`config.mk`:
```
export PLATFORM = sky130hd
export DESIGN_NAME = mseq_code_scheduler
export DESIGN_NICKNAME = d
export VERILOG_FILES = /design/src/rtl/mseq_code_scheduler.sv
export SDC_FILE = /design/constraint.sdc
export NUM_CORES = 1
export LEC_CHECK = 0
export CAP_MARGIN = 25
export CORE_UTILIZATION = 40
export DETAILED_ROUTE_END_ITERATION = 10
export GPL_TIMING_DRIVEN = 0
export SYNTH_ARGS = -nofsm -noshare
export SYNTH_HDL_FRONTEND = slang
export SYNTH_SLANG_ARGS = --single-unit
export TNS_END_PERCENT = 20
```
`constraint.sdc`:
```
create_clock -name clkin -period 2.9 [get_ports clkin]
set_input_delay 0.29 -clock clkin [delete_from_list [all_inputs] [get_ports clkin]]
set_output_delay 0.29 -clock clkin [all_outputs]
set_load 0.02 [all_outputs]
```
`src/rtl/mseq_code_scheduler.sv`:
```
// Round-robin scheduler sharing one 63-chip M-sequence generator among NREQ requesters.
// Optional idle watchdog in RUN enabled by defining MSEQ_SCHED_TIMEOUT_EN.
module mseq_code_scheduler #(
  parameter int NREQ    = 4,
  parameter int N       = 63,
  parameter int CODE_W  = 6,
  parameter int TIMEOUT = 16
) (
  input  logic                     clkin,
  input  logic                     rst,
  input  logic [NREQ-1:0]          req,
  input  logic [NREQ*CODE_W-1:0]   req_code,
  output logic [NREQ-1:0]          grant,
  output logic                     rej,
  output logic                     busy,
  output logic                     chip_out,
  output logic                     chip_valid,
  output logic                     chip_last,
  output logic                     err,
  output logic [CODE_W-1:0]        gen_code,
  output logic                     gen_start,
  input  logic                     gen_bit,
  input  logic                     gen_valid
);
  localparam int IW = (NREQ > 1) ? $clog2(NREQ) : 1;
  localparam int CW = $clog2(N);

  typedef enum logic [1:0] {IDLE, LAUNCH, RUN, DONE} state_t;
  typedef struct packed {
    logic [IW-1:0]     idx;
    logic [CODE_W-1:0] code;
  } svc_t;

  state_t                     state, state_nx;
  svc_t                       svc, sel;
  logic [IW-1:0]              rr_ptr, ci;
  logic [CW-1:0]              cnt;
  logic [NREQ-1:0][CODE_W-1:0] codes;
  logic [NREQ-1:0]            code_ok;
  logic                       found, arb_en, sel_ok, sel_rej;
  logic                       chip_take, last_take, tmo;

  for (genvar i = 0; i < NREQ; i++) begin : g_req
    assign codes[i]   = req_code[i*CODE_W +: CODE_W];
    assign code_ok[i] = 32'(codes[i]) < N;
  end

  function automatic int wrap(input int v);
    return (v >= NREQ) ? v - NREQ : v;
  endfunction

  // First set request strictly after rr_ptr, wrapping modulo NREQ.
  always_comb begin
    found = 1'b0;
    sel   = '0;
    ci    = '0;
    for (int k = 1; k <= NREQ; k++) begin
      ci = IW'(wrap(int'(rr_ptr) + k));
      if (!found && req[ci]) begin
        found    = 1'b1;
        sel.idx  = ci;
        sel.code = codes[ci];
      end
    end
  end

  // The cycle after a reject is a cooldown so the rejected requester can drop req.
  assign arb_en    = (state == IDLE) && !rej;
  assign sel_ok    = arb_en && found && code_ok[sel.idx];
  assign sel_rej   = arb_en && found && !code_ok[sel.idx];
  assign chip_take = (state == RUN) && gen_valid;
  assign last_take = chip_take && (cnt == CW'(N-1));

  always_comb begin
    state_nx = state;
    case (state)
      IDLE:    if (sel_ok) state_nx = LAUNCH;
      LAUNCH:  state_nx = RUN;
      RUN:     if (last_take || tmo) state_nx = DONE;
      DONE:    state_nx = IDLE;
      default: state_nx = IDLE;
    endcase
  end

  always_ff @(posedge clkin or posedge rst) begin
    if (rst) begin
      state      <= IDLE;
      svc        <= '0;
      rr_ptr     <= IW'(NREQ-1);
      cnt        <= '0;
      grant      <= '0;
      rej        <= 1'b0;
      chip_out   <= 1'b0;
      chip_valid <= 1'b0;
      chip_last  <= 1'b0;
    end else begin
      state      <= state_nx;
      rej        <= sel_rej;
      chip_valid <= chip_take;
      chip_out   <= chip_take & gen_bit;
      chip_last  <= last_take;
      if (sel_rej) rr_ptr <= sel.idx;
      if (sel_ok) begin
        svc   <= sel;
        grant <= NREQ'(1) << sel.idx;
      end
      if (state == LAUNCH)  cnt <= '0;
      else if (chip_take)   cnt <= cnt + CW'(1);
      if (state == DONE) begin
        grant  <= '0;
        rr_ptr <= svc.idx;
      end
    end
  end

  assign gen_code  = svc.code;
  assign gen_start = (state == LAUNCH);
  assign busy      = (state != IDLE);

`ifdef MSEQ_SCHED_TIMEOUT_EN
  localparam int TW = $clog2(TIMEOUT + 1);
  logic [TW-1:0] idle_cnt;

  // idle_cnt holds the number of consecutive earlier RUN cycles without gen_valid.
  assign tmo = (state == RUN) && !gen_valid && (idle_cnt == TW'(TIMEOUT-1));

  always_ff @(posedge clkin or posedge rst) begin
    if (rst) begin
      idle_cnt <= '0;
      err      <= 1'b0;
    end else begin
      err <= tmo;
      if (state != RUN || gen_valid) idle_cnt <= '0;
      else                           idle_cnt <= idle_cnt + TW'(1);
    end
  end
`else
  // Watchdog absent: RUN waits indefinitely; the expression is a constant 0.
  assign tmo = (TIMEOUT < 0);
  assign err = 1'b0;
`endif

endmodule
```
# Word-level counts from Yosys, hierarchy flattened
# Index checks and enable logic that the tools add are counted.
# Widths: inputs -> output; s select.
[classes]
n_bitwise = 1
muxes = 39
n_eq_ne = 6
n_reduce_logical = 20
addsub = 9
order_cmp = 13
n_shift = 1
[ops]
columns = ["operator", "count"]
rows = [
  ["$bmux 6 s2", 4],
  ["$mux 6", 6],
  ["$mux 8", 4],
  ["$lt 6x6->1 const B", 4],
  ["$mux 2", 8],
  ["$lt 2x3->1 const B", 5],
  ["$bmux 1 s2", 5],
  ["$ge 3x3->1 const B", 3],
  ["$logic_and 1x1->1", 9],
  ["$mux 1", 9],
  ["$mux 4", 2],
  ["$pmux 2 s4", 1],
  ["$reduce_bool 2->1", 4],
  ["$sub 2x1->2 const B", 4],
  ["$add 2x2->3 const B", 2],
  ["$add 6x1->6 const B", 1],
  ["$eq 6x6->1 const B", 1],
  ["$logic_not 1->1", 5],
  ["$add 2x3->4 const B", 1],
  ["$eq 2x2->1 const B", 2],
  ["$ge 4x3->1 const B", 1],
  ["$ne 2x2->1 const B", 2],
  ["$shl 1x2->4 const A", 1],
  ["$add 2x1->3 const B", 1],
  ["other kinds (4)", 4],
]
[word_totals]
inputBits = 32
out_inout_bits = 17
wordCells = 99
register_bits = 26

# Logic depth before layout (Yosys ltp)
[logic_depth]
ltp_word = 21
depth_mapped = 9
ltp_nobuf = 8

# Least setup slack after synthesis
# Ideal clock, no wire load.
[synth_timing]
path_type = "register -> register"
from = "reg state[0]"
to = "reg state[1]"
setup_time_ns = 0.128
setup_slack_ns = 0.797
t_required_ns = 2.772
period_less_slack_ns = 2.103
stages_incl_launch_ff = 8
arrival_time_ns = 1.976
n_path_buf = 0
path_cell_list = "dfrtp_1 -> inv_1 -> ha_1 -> inv_1 -> a211oi_4 -> o2111ai_4 -> a31oi_1 -> mux2_1"
[synth_via]
elab_chain_cells = 6
word_cells_on_any_way = 13
classes_between = "5 x eq/ne; 1 x mux; 7 x reduce/logical"
[synth_rtl]
columns = ["item", "line", "rtl"]
rows = [
  ["from (decl)", "34", "state_t state, state_nx;"],
  ["from (signal assigned)", "97", "state <= state_nx;"],
  ["$logic_not 2->1", "68, 76", ""],
  ["$logic_and 1x1->1", "68", "assign arb_en = (state == IDLE) && !rej;"],
  ["$logic_and 1x1->1 (2 in series)", "69", "assign sel_ok = arb_en && found && code_ok[sel.idx];"],
  ["$ne 2x2->1 (no line)", "n/a", ""],
  ["$reduce_and 2->1 (no line)", "n/a", ""],
]
# Parallel ways exist; a longest one is shown, timed or not.
# A chain may end at the register's enable or synchronous reset.

# Worst setup path after layout
[layout_timing]
from = "reg rr_ptr[1]"
to = "reg svc, in the netlist gen_code[4]"
[layout_via]
elab_chain_cells = 18
word_cells_on_any_way = 50
classes_between = "8 x add/sub; 4 x order compare; 30 x mux; 8 x reduce/logical"
[layout_rtl]
columns = ["item", "line", "rtl"]
rows = [
  ["from (decl)", "36", "logic [IW-1:0] rr_ptr, ci;"],
  ["from (signal assigned)", "89", "rr_ptr <= IW'(NREQ-1);"],
  ["from (signal assigned)", "102", "if (sel_rej) rr_ptr <= sel.idx;"],
  ["from (signal assigned)", "111", "rr_ptr <= svc.idx;"],
  ["$add 2x1->3", "58", "ci = IW'(wrap(int'(rr_ptr) + k));"],
  ["$ge 3x3->1 / $sub 2x1->2 (equally long branches)", "49", "return (v >= NREQ) ? v - NREQ : v;"],
  ["$mux 2", "49", ""],
  ["$bmux 1 s2", "59", "if (!found && req[ci]) begin"],
  ["$mux 1 (not written as such)", "59", ""],
  ["$mux 1", "59", ""],
  ["$logic_not 1->1", "59", ""],
  ["$logic_and 1x1->1", "59", ""],
  ["[... 2 more ...]", "n/a", ""],
  ["$logic_and 1x1->1", "59", ""],
  ["$mux 1", "59", ""],
  ["$logic_not 1->1", "59", ""],
  ["$logic_and 1x1->1", "59", ""],
  ["$mux 8", "59", ""],
  ["$bmux 1 s2", "69", ""],
  ["$mux 1 (not written as such)", "69", ""],
  ["$logic_and 1x1->1", "69", ""],
  ["to (signal assigned)", "104", "svc <= sel;"],
  ["to (decl)", "35", "svc_t svc, sel;"],
]
# Parallel ways exist; a longest one is shown, timed or not. The select of a mux whose other input is x is not followed.

==> metrics.yaml <==
grt_pass1_vias: 2134
routabilityCongestion: 0.887
fillers: 536
tns_ps: 0
report.final.slew_viol_count: 0
rows: 27
p_per_area_nw_per_um2: 939
cts_root_buf: "clkbuf_8"
grt_start_max_net_pins: 27
drt_first_pass_iters: 5
finalHoldViolations: 0
antennaDiodeCount: 0
crit_path_frequent_cell: "buf_4"
syn_inst: 277
synth_flop_cell: "dfrtp_1"
antenna_found_initial: 0
dieHeight_um: 78.7
die_x_um: 78.7
crit_family: "compound AO/OA/AOI/OAI gates"
start_util_pct: 42.0
clk_path_buf_depth: 2
synth_cell_types: 57
synth_area_per_cell_um2: 8.51
ys_seq_area_share_pct: 27.7
critPathLaunchType: "register"
overflow: 0
postCtsSetupBuffers: 0
rsz0062_at_grt: "no"
cp_cell_sequence: "buf_4 > buf_4 > buf_4 > o32ai_1 > o21ai_0 > o221ai_1 > mux2_2"
post_drt_wl_per_cell_um: 15.3
grtUsageTotal_pct: 20.8
final_cell_area_um2: 3010
relSlewSlack_pct: 36.8
ys_async_sr_fraction_pct: 100
cp_num_buf_inv: 3
drc: 0
postCtsResizedCells: 0
worstSetupEndpointType: "register"
cp_max_fo: 10
post_drt_via_cell_ratio: 5.67
critPathArrivalTime_ps: 2800
cts_made_buffers: 3
hold_class: "input port to async pin"
dieArea_um2: 6200
clock_skew_ps: 14.2
vias: 2269
final.period_utilization_pct: 91.2
setup_violations: 0
critical_path.startpoint: "rr_ptr[1]"
h-tree-depth: 1
ant_nets: 0
syn_nets: 316
crit_type: "register to register"
yosys_warnings: 0
layout-drive-gt1-share_pct: 18.6
area_growth_pct: 27.6
outcome: "finished clean"
slowest_stage: "o21ai_0"
worstReg2RegStart: "rr_ptr[1]"
drtIter0Drc: 247
synth_seq_cells: 26
clkSinkCount: 26
ctsHoldBuffers: 0
num-nets-final: 368
cp.required_ps: 3060
portBuffers: 46
path_clk_slew_ps: 100
placed_cell_area_um2: 2910
fmaxAchievable_ghz: 0.378
dp_hpwl_mm: 4.67
critical-path-max-stage-delay_ps: 730
coreArea_um2: 5610
drv_cap: 0
worst_slew_pin_slew_ps: 940
grt_pass1_wl_mm: 10.3
routed_wl_mm: 6.11
worstSkewPairLatency_ps: 280
finalCriticalPeriod_ps: 2640
synth_edf_count: 0
ir_drop_v: 0.000488
netlist_area_um2: 2360
cts_tree: "yes"
top_level_ports: 49
power.leakage_nw: 1.21
-- cell usage in the layout (no fill, tap or decap), types with 12 or more instances in the layout --
cell type / instances
a21oi_1: 25
dfrtp_1: 24
nand3_1: 17
nor2_1: 35
nand2_1: 16
clkdlybuf4s50_1: 46
mux2i_1: 12
inv_1: 14
mux2_2: 18
-- logic make-up (layout without fill, tap and decap cells) --
kind of cell	Yosys count	in the layout	synth area share [%]
XOR/XNOR	5	5	1.86
buffers and inverters	35	86	7.97
multiplexers	31	31	14.2
other	1	1	0.159
adder cells (fa/ha/maj)	7	7	3.72
flip-flops	26	26	27.7
AND/OR/NAND/NOR	98	98	20.1
AO/OA/AOI/OAI	74	74	24.3
-- state kept, by name, indices dropped and copies added, names as in the netlist --
name	count
chip_valid	1
gen_code	6
grant	4
rr_ptr	2
cnt	6
state	2
rej	1
chip_out	1
chip_last	1
svc	2
-- Yosys cell counts, drive strengths merged, types with 3 or more instances --
master | instances | area [µm²]
nor2 | 37 | 144
nand3 | 17 | 85.1
xor2 | 3 | 26.3
o221ai | 6 | 52.6
clkbuf | 3 | 11.3
o31ai | 3 | 22.5
nor3 | 5 | 25.0
o22a | 6 | 60.1
and2 | 3 | 21.3
buf | 18 | 124
a31oi | 3 | 33.8
dfrtp | 24 | 601
a21oi | 25 | 125
nand2b | 5 | 31.3
ha | 7 | 87.6
nand2 | 18 | 72.6
mux2 | 19 | 214
mux2i | 12 | 120
inv | 14 | 52.6
nand4 | 4 | 25.0
o21ai | 11 | 55.1
-- cell type report --
cell class | instances | area (µm²) | share of cell area (%)
buffer | 21 | 135 | 4.50
clock buffer | 3 | 41.3 | 1.37
clock inverter | 1 | 30.0 | 0.999
inverter | 14 | 52.6 | 1.75
multi-input combinational | 216 | 1520 | 50.4
sequential | 26 | 653 | 21.7
tap | 72 | 90.1 | 3.00
timing repair buffer | 47 | 488 | 16.2
-- stage by stage --
stage	setup WS (ps)	utilization (%)	cells	hold slack [ps]	power (mW)
final	255	53.6	400	240	2.82
after global routing	155	53.6	400	278	3.06
after CTS	341	53.1	399	521	2.82
after detailed placement	176	51.8	395	497	2.51
after global placement	149	51.8	395	490	2.50
after floorplan	797	-	277	329	1.98
-- where the power goes --
| part | switching, mW | internal, mW |
|---|---|---|
| clock network | 0.120 | 0.185 |
| logic | 1.03 | 0.891 |
| registers | 0.0898 | 0.508 |
| total | 1.24 | 1.58 |
-- path summary, 6_finish.rpt --
path / to / slack [ps] / cells past startpoint
worst min register to register: svc[7] / 520 / 2
max in group asynchronous: rr_ptr[1] / 2210 / 3
min in group clkin: svc[7] / 520 / 2
worst max register to register: gen_code[4] / 260 / 7
worst min-delay path: gen_code[1] / 240 / 2
worst max-delay path: gen_code[4] / 260 / 7
-- layer usage --
layer / GRT usage, % / vias up / routed length (µm)
li1: - / 1108 / -
met1: 31.8 / 1066 / 2990
met2: 30.4 / 88 / 2600
met3: 2.87 / 7 / 447
met4: 5.19 / 0 / 74
met5: 0 / - / 0
No activity file was read; power rests on OpenSTA's default activity.
